<file path="src/rtl/mrv1_wb_arb.sv">
// mrv1_wb_arb: writeback arbiter for the multithreaded register file write port.
// Each producer (ALU, LSU) feeds its own FIFO. One FIFO head is granted per cycle,
// round-robin on a tie. The winner is presented as a registered rd_* write.
// Writes to x0 use their slot but keep rd_w_en_o low.
//
// Ports:
//   clk_i, rst_i                 clock, synchronous active-high reset
//   alu_valid_i / alu_ready_o    ALU handshake (ready = FIFO not full)
//   alu_twid_i, alu_rd_addr_i, alu_rd_data_i   ALU result packet
//   lsu_*                        same as alu_* for the LSU
//   rd_w_en_o, rd_twid_o, rd_addr_o, rd_data_o registered register-file write
module mrv1_wb_arb #(
  parameter int unsigned DATA_WIDTH_P    = 32,
  parameter int unsigned NUM_TW_P        = 8,
  parameter int unsigned rf_addr_width_p = 5,
  parameter int unsigned FIFO_DEPTH_P    = 2
) (
  input  logic                              clk_i,
  input  logic                              rst_i,

  input  logic                              alu_valid_i,
  output logic                              alu_ready_o,
  input  logic [$clog2(NUM_TW_P)-1:0]       alu_twid_i,
  input  logic [rf_addr_width_p-1:0]        alu_rd_addr_i,
  input  logic [DATA_WIDTH_P-1:0]           alu_rd_data_i,

  input  logic                              lsu_valid_i,
  output logic                              lsu_ready_o,
  input  logic [$clog2(NUM_TW_P)-1:0]       lsu_twid_i,
  input  logic [rf_addr_width_p-1:0]        lsu_rd_addr_i,
  input  logic [DATA_WIDTH_P-1:0]           lsu_rd_data_i,

  output logic                              rd_w_en_o,
  output logic [$clog2(NUM_TW_P)-1:0]       rd_twid_o,
  output logic [rf_addr_width_p-1:0]        rd_addr_o,
  output logic [DATA_WIDTH_P-1:0]           rd_data_o
);

  localparam int unsigned twid_width_lp = $clog2(NUM_TW_P);
  localparam int unsigned PTR_W         = $clog2(FIFO_DEPTH_P);
  localparam int unsigned CNT_W         = $clog2(FIFO_DEPTH_P + 1);
  localparam int unsigned NUM_SRC       = 2;   // index 0 = ALU, 1 = LSU

  typedef struct packed {
    logic [twid_width_lp-1:0]   twid;
    logic [rf_addr_width_p-1:0] addr;
    logic [DATA_WIDTH_P-1:0]    data;
  } wb_pkt_t;

  wb_pkt_t              mem       [NUM_SRC][FIFO_DEPTH_P];
  wb_pkt_t              wdata     [NUM_SRC];
  wb_pkt_t              head      [NUM_SRC];
  wb_pkt_t              head_sel;
  logic [PTR_W-1:0]     wr_ptr    [NUM_SRC];
  logic [PTR_W-1:0]     rd_ptr    [NUM_SRC];
  logic [CNT_W-1:0]     count     [NUM_SRC];
  logic [CNT_W-1:0]     count_nxt [NUM_SRC];
  logic [NUM_SRC-1:0]   ready;
  logic [NUM_SRC-1:0]   not_empty;
  logic [NUM_SRC-1:0]   push;
  logic [NUM_SRC-1:0]   pop;
  logic                 grant_alu;
  logic                 grant_lsu;
  logic                 last_lsu;   // 1 when the LSU won the most recent pop

  // Incoming packets and handshakes
  always_comb begin
    wdata[0] = '{twid: alu_twid_i, addr: alu_rd_addr_i, data: alu_rd_data_i};
    wdata[1] = '{twid: lsu_twid_i, addr: lsu_rd_addr_i, data: lsu_rd_data_i};
  end

  assign push        = {lsu_valid_i & ready[1], alu_valid_i & ready[0]};
  assign alu_ready_o = ready[0];
  assign lsu_ready_o = ready[1];

  // Round-robin: on a tie the source not granted last wins
  assign grant_alu = not_empty[0] & (~not_empty[1] | last_lsu);
  assign grant_lsu = not_empty[1] & ~grant_alu;
  assign pop       = {grant_lsu, grant_alu};
  assign head_sel  = grant_alu ? head[0] : head[1];

  // FIFO heads, occupancy and next count
  always_comb begin
    for (int s = 0; s < int'(NUM_SRC); s++) begin
      head[s]      = mem[s][rd_ptr[s]];
      not_empty[s] = (count[s] != '0);
      count_nxt[s] = count[s];
      case ({push[s], pop[s]})
        2'b10:   count_nxt[s] = count[s] + CNT_W'(1);
        2'b01:   count_nxt[s] = count[s] - CNT_W'(1);
        default: count_nxt[s] = count[s];
      endcase
    end
  end

  // FIFO storage; contents need no reset since count gates visibility
  always_ff @(posedge clk_i) begin
    for (int s = 0; s < int'(NUM_SRC); s++) begin
      if (push[s]) mem[s][wr_ptr[s]] <= wdata[s];
    end
  end

  // FIFO pointers, count and registered ready (not full after this edge)
  always_ff @(posedge clk_i) begin
    for (int s = 0; s < int'(NUM_SRC); s++) begin
      if (rst_i) begin
        wr_ptr[s] <= '0;
        rd_ptr[s] <= '0;
        count[s]  <= '0;
        ready[s]  <= 1'b1;
      end else begin
        if (push[s]) wr_ptr[s] <= wr_ptr[s] + PTR_W'(1);
        if (pop[s])  rd_ptr[s] <= rd_ptr[s] + PTR_W'(1);
        count[s] <= count_nxt[s];
        ready[s] <= (count_nxt[s] != CNT_W'(FIFO_DEPTH_P));
      end
    end
  end

  // Output register and grant history; idle cycles hold data, drop enable
  always_ff @(posedge clk_i) begin
    if (rst_i) begin
      last_lsu  <= 1'b1;
      rd_w_en_o <= 1'b0;
      rd_twid_o <= '0;
      rd_addr_o <= '0;
      rd_data_o <= '0;
    end else begin
      rd_w_en_o <= 1'b0;
      if (grant_alu | grant_lsu) begin
        last_lsu  <= grant_lsu;
        rd_w_en_o <= (head_sel.addr != '0);
        rd_twid_o <= head_sel.twid;
        rd_addr_o <= head_sel.addr;
        rd_data_o <= head_sel.data;
      end
    end
  end

endmodule

</file>
<file path="config.mk">
export PLATFORM = sky130hd
export DESIGN_NAME = mrv1_wb_arb
export DESIGN_NICKNAME = d
export VERILOG_FILES = /design/src/rtl/mrv1_wb_arb.sv
export SDC_FILE = /design/constraint.sdc
export NUM_CORES = 1
export LEC_CHECK = 0
export CORE_ASPECT_RATIO = 2
export CORE_MARGIN = 1.5
export CORE_UTILIZATION = 53
export DETAILED_ROUTE_END_ITERATION = 8
export PLACE_DENSITY_LB_ADDON = 0.08
export SYNTH_ARGS = -nofsm -noshare
export SYNTH_HDL_FRONTEND = slang
export SYNTH_SLANG_ARGS = --single-unit
</file>
<file path="constraint.sdc">
create_clock -name clk_i -period 3.3 [get_ports clk_i]
set_input_delay 0.33 -clock clk_i [delete_from_list [all_inputs] [get_ports clk_i]]
set_output_delay 0.33 -clock clk_i [all_outputs]
set_load 0.1 [all_outputs]
</file>
== Yosys cells after proc, flatten, opt, wreduce, memory -nomap -nowiden ==
Memory sizes are Yosys's and may differ from the RTL's.
Index checks and enable logic that the tools add are counted.
W data, S select, Z words.
Word-level totals
  register bits after elaboration: 44
  bits in writable memories: 168
  input port bits: 84
  memories: 4
Operators by class
  magnitude comparators: 6
  reduce and logical (&&, ||, !) cells: 6
  eq/ne operators: 6
  add/sub/neg operators: 8
  bitwise operators: 19
  muxes and demuxes: 36
Memory list
  mem: depth 2, width 80, rd ports 2, clocked after Yosys merged registers in 0, write ports 2, line 50  | wb_pkt_t mem [NUM_SRC][FIFO_DEPTH_P];
  count: depth 2, width 2, rd ports 2, clocked after Yosys merged registers in 0, write ports 2, line 56  | logic [CNT_W-1:0] count [NUM_SRC];
  rd_ptr: depth 2, width 1, rd ports 2, clocked after Yosys merged registers in 0, write ports 2, line 55  | logic [PTR_W-1:0] rd_ptr [NUM_SRC];
  wr_ptr: depth 2, width 1, rd ports 2, clocked after Yosys merged registers in 0, write ports 2, line 54  | logic [PTR_W-1:0] wr_ptr [NUM_SRC];
Operator list (number)
  $mux W40: 9
  $mux W80: 2
  $demux W40 S1: 2
  $mux W1: 19
  $ge A2 B2 Y1 const B: 4
  $not A1 Y2: 4
  $or A1 B1 Y1: 8
  $pmux W2 S2: 2
  $reduce_bool A5 Y1: 1
  $add A1 B1 Y1 const B: 4
  $add A2 B1 Y2 const B: 2
  $and A1 B1 Y1: 4
  $eq A2 B1 Y1 const B: 2
  $eq A2 B2 Y1 const B: 2
  $lt A2 B1 Y1 const B: 2
  $mux W2: 2
  $ne A2 B2 Y1 const B: 2
  $reduce_bool A2 Y1: 2
  $sub A2 B1 Y2 const B: 2
  $not A1 Y1: 3
  $logic_and A1 B1 Y1: 2
  $reduce_or A2 Y1: 1

== Logic depth before layout (Yosys ltp) ==
  depth after elaboration: 10
  mapped depth: 10

== Worst setup path after synthesis ==
No wires, ideal clock.
  path kind: reg2reg
  start: register ready[0]
  end: memory mem[0][40] in the netlist's numbering, enable pin
  library setup time: 0.438 ns
  slack: -0.067 ns
  stages on the path, launching flop included: 3
  data required time: 2.862 ns
  arrival time: 2.929 ns
  path through: dfxtp_1 nand2_1 nor2_1
RTL lines
  start: declaration: line 58  | logic [NUM_SRC-1:0] ready;
  start signal: indexed assignment: line 115  | ready[s] <= (count_nxt[s] != CNT_W'(FIFO_DEPTH_P));
  end: declaration: line 50

== Final worst setup path ==
  start: register ready[1]
  end: output lsu_ready_o
RTL lines
  end: declaration: line 28  | output logic lsu_ready_o,
No word-level cell between the ends.

==> results list <==
- Global routing finished with a remaining overflow of 0.
* Clock Path Buffers: 3
- Vias: approximately 4500
- Register-to-register setup slack: 1.11 ns
- Share of layout cells above drive strength 1: between 10 and 15%
* # hold bufs at CTS: 0
- Clk slew on worst S/H paths: 0.07 ns
* GR Util All Layers: 21.7%
- Most used routing layer in global routing: met2
- The later pin in the worst-skew pair is clocked with a latency of 0.48 ns.
* Global-route wire length before repair: 26.2 mm
* Power Density: ~990 nW/um2
- Biggest cell delay along the critical path: around 1.2 ns
- Synth Register Bits: about 210
- The number of cells on the worst reg-to-reg path is 6.
* Summed negative setup slack over all endpoints: 0 ns
- Number of enable-type register cells in the synthesized netlist: ~160
* Count of nets left with antenna violations after detail routing: 0
* VDD IR-drop max: a little under 0.6 mV
- Met1 GRT Util: about a quarter
* Root buffer cell: sky130_fd_sc_hd__clkbuf_16
- Once the clock tree was built, the setup fixing pass inserted 0 buffers.
* Number of warning messages in the yosys log: 0
- # Max-Cap Violations: 0
* Floorplan die height: 177 um
- The share of total power dissipated in the clock network is slightly above 20%.
* RePlAce Congestion: 0.765
- By instance count, the leading cell after synthesis is sky130_fd_sc_hd__edfxtp_1.
- Area growth syn-to-layout: 25.5%
- Tmin final: 2.34 ns
- Each instance of the synthesized netlist takes up on average between 15 and 20 um2.
* Period Utilization, post-route: 71.1%
- Slew HR: about a quarter
- In the post-route analysis, the smallest setup slack over all paths is about 0.96 ns.
* Gate count after technology mapping: 472
* Leading post-synthesis cells by instance count: 164 x sky130_fd_sc_hd__edfxtp_1, 52 x sky130_fd_sc_hd__mux2i_1, 48 x sky130_fd_sc_hd__dfxtp_1
- The number of placed instances, taps included, is slightly below 800.
* Initial antenna violation count: 0
- Required time of the critical path: roughly 3 ns
- In this run the worst setup path terminates at lsu_ready_o.
* Cell area after synthesis: between 8000 and 9000 um2
* Total leakage power: 3.54 nW
- Top area cells in the synthesized netlist: sky130_fd_sc_hd__edfxtp_1 61%, sky130_fd_sc_hd__dfxtp_1 12%, sky130_fd_sc_hd__mux2i_1 6.5%
* Critical path buffers and inverters: 1
- Clk_skew: between 0.006 and 0.007 ns
* WS Path Type: reg -> out
* Hold path startpoint: alu_rd_data_i[21]
- Pre-Repair DR Iteration Count: 4
- The kind of cell with the highest combined delay along the critical path is buffers and inverters.
- In this run, flip-flops and latches consume 38.2% of the power.
- STA classifies the critical path startpoint as a register.
- In the synthesized netlist the dominant register cell turns out to be sky130_fd_sc_hd__edfxtp_1.
* Logic depth of the worst setup path including buffers: 1
- Clock sink total: around 210
- Final Net Count: just under 700
- Core Box Area: between 10000 and 15000 um2
- Unrepaired setup endpoints after global routing: no
- Area share of the leading cell type in the synthesized netlist: just over 60%
- Tracing the worst setup path back leads to its startpoint at ready[1].
- The critical path goes through clkdlybuf4s50_1.
* Max Freq: ~0.43 GHz
- The number of global-route vias before repair is ~4800.
* Final standard cell count with taps included and fillers excluded: roughly 810
- In this run the critical register-to-register path is launched from count[0][0].
* Reported net switching power: 4.04 mW
* Die Wd: around 90 um
* Worst setup slack after placement: between 0.9 and 1 ns
- 0 antenna diodes ended up in the layout.
* Number of resized instances in the post-cts repair step: 0
- For the pin with the worst max-slew slack, the measured transition is 1.12 ns.
- In the final routed layout, each cell accounts on average for about 21 um.
* Fraction of registers with async set or reset after synthesis: 0%
* Cell accounting for the most synthesized area: sky130_fd_sc_hd__edfxtp_1
* Number of design rule violations left after detail routing: 0
- Type of element capturing the critical path: output pin
* Result of the run: finished clean
- Pin count of the biggest net entering global routing: 49
- Starting Density: a little over half
- Number of hold violations in the final report: 0
- Combinational Power Share: about two fifths
* Net count of the mapped netlist: about 560
* Share of synthesized area occupied by flip-flops and latches: between 70% and 80%
- TritonCTS clock tree: yes
- Die outline area: 15900 um2
- For this run, global-route usage on met2 was measured as about 43%.
- In the global route stage, met3 resource usage came out at 2.88%.
- During I/O placement, the number of pins put on the boundary was between 100 and 150.
- Setup violations remaining at the end of the flow were counted as 0.
- Row generation in the floorplan step produced 63 rows.
* Total Wirelength: between 15 and 20 mm
- Dividing the detail-routed via count by the number of cells gives approximately 5.6.
- The number of pins exceeding their max-slew limit in the final report was 0.
* Switching fraction of total power: between 40% and 50%
* Cts bufs inserted: 18
- The endpoint identified for the worst register-to-register timing path is ready[1].
- Int Pwr: roughly 6 mW
- The largest individual stage delay along the critical path comes from the cell sky130_fd_sc_hd__clkdlybuf4s50_1.
- Final total power: ~10 mW
- CP arrival: approximately 2 ns
- In this run, distinct cell masters in the synthesized netlist total 41.
- Port bufs: 126
- Critical Path Fanout Max: 3
- H-tree Lvls: 1
* Half-perimeter wire length after detailed placement: approximately 11 mm
* Tightest Hold Check Type: in -> reg
- The detailed router finished its first iteration with around 140 violations.
* Worst hold slack across all endpoints: roughly 0.43 ns
flip-flops by register name, indices dropped and copies added, names as in the netlist:
name,flops
last_lsu,1
rd_data_o,32
count,4
rd_twid_o,3
mem,160
rd_addr_o,5
wr_ptr,2
rd_ptr,2
rd_w_en_o,1
ready,2
power groups by stage:
stage | clock (mW) | sequential (mW) | combinational [mW]
after floorplan | 0 | 5.11 | 1.87
after global placement | 0 | 3.85 | 4.12
after detailed placement | 0 | 3.87 | 4.17
after CTS | 2.05 | 3.82 | 4.20
final | 2.01 | 3.81 | 4.15
after global routing | 2.15 | 3.87 | 4.37
cell type report:
type	instances	area [um2]
Clock inverter	5	46.3
Inverter	2	7.51
Sequential cell	212	5890
Multi-Input combinational cell	232	1990
Timing Repair Buffer	139	1370
Clock buffer	27	505
Tap cell	195	244
Fill cell	1084	4770
per-stage QoR:
stage                     util [%]  instance area (um2)
final                         67.8                10100
after global routing          67.8                10100
after CTS                     67.8                10100
after detailed placement      64.1                 9500
after global placement        64.1                 9500
after floorplan                  -                 8020
cells by family after synthesis:
family | Yosys count | share of synthesized area, %
AO/OA/AOI/OAI | 89 | 10.6
multiplexers | 69 | 8.89
buffers and inverters | 28 | 2.00
AND/OR/NAND/NOR | 68 | 4.28
XOR/XNOR | 4 | 0.437
flip-flops | 212 | 73.5
adder cells (fa/ha/maj) | 2 | 0.312
how the worst min path moves through the flow:
stage / end / cells past startpoint / slack [ns]
floorplan: mem[0][0] / 0 / 0.43
global placement: rd_twid_o[2] / 2 / 0.44
detailed placement: rd_data_o[18] / 1 / 0.44
CTS: mem[0][61] / 1 / 0.42
global route: mem[0][12] / 1 / 0.43
finish: mem[0][61] / 1 / 0.43
placed cells by master, fill, tap and decap left out, types with 12 or more instances in the layout:
| master | n |
|---|---|
| sky130_fd_sc_hd__buf_4 | 12 |
| sky130_fd_sc_hd__a21oi_1 | 12 |
| sky130_fd_sc_hd__nand2_1 | 17 |
| sky130_fd_sc_hd__a21o_1 | 21 |
| sky130_fd_sc_hd__edfxtp_1 | 164 |
| sky130_fd_sc_hd__mux2i_1 | 52 |
| sky130_fd_sc_hd__clkbuf_16 | 19 |
| sky130_fd_sc_hd__nor2_1 | 17 |
| sky130_fd_sc_hd__dfxtp_1 | 48 |
| sky130_fd_sc_hd__o22ai_1 | 21 |
| sky130_fd_sc_hd__clkdlybuf4s50_1 | 126 |
| sky130_fd_sc_hd__mux2_2 | 17 |
layer usage:
metal  up-vias  part of all wire (%)
li1       2102                     -
met1      2276                    36
met2       125                    57
met3        22                   4.2
met4         0                   2.0
met5         -                     0
(Power assumes the default switching activity.)
